File: src/rtl/cond_exec_unit.sv
// Status register owner, per-channel condition evaluator and IT-block sequencer.
// Channel 0 follows the IT block condition while one is in progress.
module cond_exec_unit #(
    parameter int NUM_CH = 1,
    parameter bit BYPASS = 1'b1,
    parameter bit IT_EN  = 1'b1
) (
    input  logic                  clk,
    input  logic                  rst,
    input  logic                  flag_we,
    input  logic [3:0]            flag_mask,
    input  logic [3:0]            flag_in,
    output logic [3:0]            status_out,
    input  logic [4*NUM_CH-1:0]   cond_in,
    output logic [NUM_CH-1:0]     cond_pass,
    input  logic                  it_start,
    input  logic [3:0]            it_firstcond,
    input  logic [3:0]            it_mask,
    input  logic                  instr_adv,
    input  logic                  flush,
    output logic                  it_active,
    output logic [3:0]            it_cond,
    output logic [2:0]            it_left,
    output logic                  it_err
);

    typedef enum logic {IDLE, ACTIVE} it_state_t;

    it_state_t  state, state_nxt;
    logic [7:0] itstate, it_nxt;
    logic       err_nxt;
    logic       slot_free;
    logic [3:0] sreg, sreg_nxt, eff;
    logic [3:0] cc;

    function automatic logic cond_eval(input logic [3:0] code, input logic [3:0] f);
        logic n, z, c, v;
        {n, z, c, v} = f;
        case (code)
            4'h0:    cond_eval = z;
            4'h1:    cond_eval = !z;
            4'h2:    cond_eval = c;
            4'h3:    cond_eval = !c;
            4'h4:    cond_eval = n;
            4'h5:    cond_eval = !n;
            4'h6:    cond_eval = v;
            4'h7:    cond_eval = !v;
            4'h8:    cond_eval = c & !z;
            4'h9:    cond_eval = !c | z;
            4'hA:    cond_eval = (n == v);
            4'hB:    cond_eval = (n != v);
            4'hC:    cond_eval = !z & (n == v);
            4'hD:    cond_eval = z | (n != v);
            4'hE:    cond_eval = 1'b1;
            default: cond_eval = 1'b0;
        endcase
    endfunction

    // The terminating 1 of the mask marks how many instructions remain.
    function automatic logic [2:0] left_of(input logic [3:0] m);
        casez (m)
            4'b???1: left_of = 3'd4;
            4'b??10: left_of = 3'd3;
            4'b?100: left_of = 3'd2;
            4'b1000: left_of = 3'd1;
            default: left_of = 3'd0;
        endcase
    endfunction

    assign sreg_nxt   = flag_we ? ((flag_in & flag_mask) | (sreg & ~flag_mask)) : sreg;
    assign eff        = (BYPASS && flag_we) ? sreg_nxt : sreg;
    assign status_out = sreg;

    always_comb begin
        it_nxt    = itstate;
        err_nxt   = 1'b0;
        slot_free = (state == IDLE);
        if (!IT_EN) begin
            it_nxt = 8'h00;
        end else if (flush) begin
            it_nxt = 8'h00;
        end else begin
            if (state == ACTIVE && instr_adv) begin
                if (itstate[2:0] == 3'b000) begin
                    it_nxt    = 8'h00;
                    slot_free = 1'b1;
                end else begin
                    it_nxt = {itstate[7:5], itstate[3:0], 1'b0};
                end
            end
            // A new block may only start once the previous one has retired.
            if (it_start) begin
                if (slot_free && it_mask != 4'h0 && it_firstcond != 4'hF)
                    it_nxt = {it_firstcond, it_mask};
                else
                    err_nxt = 1'b1;
            end
        end
        state_nxt = (it_nxt[3:0] != 4'h0) ? ACTIVE : IDLE;
    end

    always_ff @(posedge clk) begin
        if (rst) begin
            sreg      <= 4'h0;
            itstate   <= 8'h00;
            state     <= IDLE;
            it_active <= 1'b0;
            it_cond   <= 4'h0;
            it_left   <= 3'd0;
            it_err    <= 1'b0;
        end else begin
            sreg      <= sreg_nxt;
            itstate   <= it_nxt;
            state     <= state_nxt;
            it_active <= (state_nxt == ACTIVE);
            it_cond   <= it_nxt[7:4];
            it_left   <= left_of(it_nxt[3:0]);
            it_err    <= err_nxt;
        end
    end

    always_comb begin
        cond_pass = '0;
        cc        = 4'h0;
        for (int k = 0; k < NUM_CH; k++) begin
            cc = cond_in[4*k +: 4];
            if (k == 0 && it_active)
                cc = it_cond;
            cond_pass[k] = cond_eval(cc, eff);
        end
    end

endmodule

File: config.mk
export PLATFORM = sky130hd
export DESIGN_NAME = cond_exec_unit
export DESIGN_NICKNAME = d
export VERILOG_FILES = /design/src/rtl/cond_exec_unit.sv
export SDC_FILE = /design/constraint.sdc
export NUM_CORES = 1
export LEC_CHECK = 0
export BUFFER_PORTS_ARGS = -buffer_cell sky130_fd_sc_hd__buf_2
export CORE_MARGIN = 5
export CORE_UTILIZATION = 49
export CTS_CLUSTER_SIZE = 8
export DETAILED_ROUTE_END_ITERATION = 16
export PLACE_DENSITY = 0.85
export SYNTH_ARGS = -nofsm -noshare
export SYNTH_HDL_FRONTEND = slang
export SYNTH_SLANG_ARGS = --single-unit
File: constraint.sdc
create_clock -name clk -period 2.1 [get_ports clk]
set_input_delay 0.21 -clock clk [delete_from_list [all_inputs] [get_ports clk]]
set_output_delay 0.21 -clock clk [all_outputs]
set_load 0.02 [all_outputs]
==> flow_summary_export.csv <==
group,metric,value,unit
placement,post-place-cells,203,
die,die_area,3477,um2
global_route,grt_pass1_vias,1274,
route,drt_pass1_iterations,4,
die,floorplan.die.width,58.97,um
placement,globalplace.congestion,0.8652,
power_and_ir_drop,power_density,529.1,nW/um2
power_and_ir_drop,max-vdd-ir-drop,343.4,uV
sta,grt_setup_unrepaired,"yes",
finish,n_antenna_cell,0,
route,routed_wire_length_per_instance,16.39,um
route,viasPerCell,6.033,
worst_setup_path,path_cells,"buf_8, mux2i_4, a211o_1, a21oi_2, nor3b_4, o2111ai_2, buf_4",
sta,skew,5.835,ps
finish,area_growth,29.18,%
synthesis,syn_nets,169,
outcome,failed_checks,"negative setup slack",
synthesis,synth.ff_latch_count,17,
worst_setup_path,critical_path.top_delay_family,"compound AO/OA/AOI/OAI gates",
worst_setup_path,cp.buffers_inverters,2,
synthesis,synth_compound_gate_area_share,0.2758,
placement,placedInstanceArea,1351,um2
die,design.portCount,40,
outcome,outcome,"finished with violations",
min_path,hold_depth,2,
route,routed-via-count,1273,
clock_network,clk_transition_reported_paths,100,ps
finish,ratio_of_cells_with_drive_above_1_in_the_final_layout,0.4262,
power_and_ir_drop,total_leakage_power,0.6664,nW
die,starting_density,0.5211,
sta,final_hold_violating_endpoints,0,
sta,hold_ws,146.6,ps
job,max_cap_violations,0,
min_path,hold_end,"state",
finish,instances_no_fill,211,
worst_setup_path,reg2reg_path_depth,7,
finish,mostFrequentLayoutCells,"sky130_fd_sc_hd__buf_2, sky130_fd_sc_hd__nor2_1, sky130_fd_sc_hd__dfxtp_1, sky130_fd_sc_hd__nand2_1",
synthesis,synth_cell_types,44,
synthesis,postSynth.topFlopCell,"sky130_fd_sc_hd__dfxtp_1",
route,ant_nets,0,
synthesis,yosys.area_share.simple,0.2801,
global_route,largest_net_degree_at_the_start_of_global_routing,20,
sta,final_period_minus_worst_setup_slack,2199,ps
synthesis,dominant_combinational_cell_family_by_area_after_synthesis,"simple AND/OR/NAND/NOR gates",
worst_setup_path,cpPeakStageDelay,390,ps
synthesis,ys_warn_count,0,
global_route,groute.usage.overall,0.2108,
clock_network,postCtsHoldBufs,0,
finish,final_common_cell,"sky130_fd_sc_hd__buf_2",
worst_setup_path,critical_path_required,1890,ps
synthesis,synthArstFlopShare,0,
sta,max_clock_freq,454.7,MHz
placement,dpl.hpwl,2406,um
worst_setup_path,regToRegSetupSlack,330,ps
synthesis,mappedNetlistArea,1175,um2
synthesis,synth_xor_xnor_area_share,0,
finish,design.final.nets,210,
die,core-area,2255,um2
clock_network,cts_tree,"built",
sta,setup-violations-final,1,
synthesis,synth_top_cells_by_area,"sky130_fd_sc_hd__dfxtp_1, sky130_fd_sc_hd__nor2_1, sky130_fd_sc_hd__a21oi_1",
sta,final_clock_period_utilization_by_the_worst_path,1.047,
synthesis,post_synth_inst_count,143,
sta,layout_setup_ws,-99.31,ps
route,post-route-drc-count,0,
min_path,hold_start,"flush",
global_route,grt.overflow.total,0,
worst_setup_path,worst_setup_path_end_kind,"output pin",
route,drtIter0Drc,79,
finish,layout.cell_area.non_filler,1518,um2
worst_setup_path,worst-setup-path-type,"flip-flop to output pin",
sta,worstMarginPinSlew,470.8,ps
power_and_ir_drop,fin_total_pwr,803.1,uW
clock_network,clkSinkCount,17,
worst_setup_path,timing.rr.end,"it_left[1]",
worst_setup_path,timing.critical_path.slowest_stage_cell,"sky130_fd_sc_hd__dfxtp_4",
synthesis,synthDominantAreaCellType,"sky130_fd_sc_hd__dfxtp_1",
synthesis,syn_avg_cell_area,8.216,um2
synthesis,synth-seq-area-share,0.2897,
worst_setup_path,critical_path_peak_fanout,6,
clock_network,cts_max_path_buffers,2,
sta,final-max-slew-violation-count,0,
placement,port-buffer-count,39,
route,route.final.wire_length,3458,um
synthesis,synth_fa_ha_area_frac,0,
synthesis,post-synth-top-area-fraction,0.2897,
placement,pre_cts_ws,65.68,ps
worst_setup_path,worstPathArrival,1990,ps
die,num_rows,17,
sta,maxSlewHeadroom,0.6861,
die,die_y,58.97,um
global_route,antenna_found_initial,0,
min_path,holdCritPathClass,"input pin to flip-flop",
global_route,grt_first_pass_wirelength,5664,um
worst_setup_path,timing.critical_path.from_type,"flip-flop",
clock_network,insertion_delay,290,ps
worst_setup_path,reg2reg_from,"state",
synthesis,proportion_of_synthesized_area_in_mux_cells,0.05857,
clock_network,root_cell_of_the_clock_tree,"sky130_fd_sc_hd__clkbuf_4",
synthesis,synth_edf_count,0,
clock_network,htree_levels,1,
clock_network,tritoncts.num_buffers,3,
==> power by group <==
group	internal, mW	switching (mW)
clock	0.0739	0.0989
sequential	0.336	0.0171
combinational	0.123	0.154
==> worst max path at each step <==
stage	start	endpoint	depth (start not counted)
after CTS	state	cond_pass	7
after detailed placement	state	cond_pass	6
after global placement	state	cond_pass	7
after global routing	state	cond_pass	6
after floorplan	state	cond_pass	6
final	state	cond_pass	7
==> kinds of logic (layout without fill, tap and decap cells) <==
logic type      count (synthesis)  count (layout)
buf+inv                        17              57
compound gates                 41              41
mux                             6               6
flops                          17              17
simple gates                   62              62
==> metal layers <==
layer  vias up  part of all wire  global-route usage
met5         -                 0                   0
met4         0             0.038             0.09709
met3        17             0.043             0.03289
met2        47              0.52              0.3975
met1       592              0.40              0.2256
li1        617                 -                   -
==> cells in the mapped netlist, drive strengths merged (4+ instances only) <==
master / instances
a211oi: 6
a21oi: 9
a31oi: 4
and3: 5
buf: 10
dfxtp: 17
inv: 6
mux2i: 5
nand2: 9
nand3: 9
nor2: 19
nor3: 6
==> stage by stage <==
stage / TNS, ps / util
floorplan: 0 / -
global placement: 0 / 0.5993
detailed placement: 0 / 0.5993
CTS: -26.25 / 0.6593
global route: -131.6 / 0.6731
finish: -99.31 / 0.6731
==> registers in the layout, summed over array words and instances, names as in the netlist, named ones only <==
register    cells
status_out      3
it_err          1
it_cond         4
it_left         3
state           1
itstate         4
==> repair_timing <==
| item | CTS | global route |
|---|---|---|
| buffers inserted | 2 | 2 |
| endpoints found under the setup margin | 1 | 1 |
| pin swaps | 5 | 4 |
| gates resized for setup | 20 | 5 |
==> final cells by class <==
type,instances,area [um2]
Multi-Input combinational cell,109,824.5
Inverter,6,22.52
Tap cell,28,35.03
Sequential cell,17,344.1
Fill cell,177,737.0
Timing Repair Buffer,47,265.3
Clock buffer,4,26.28
Note: power is estimated with default switching activity, not from simulation.
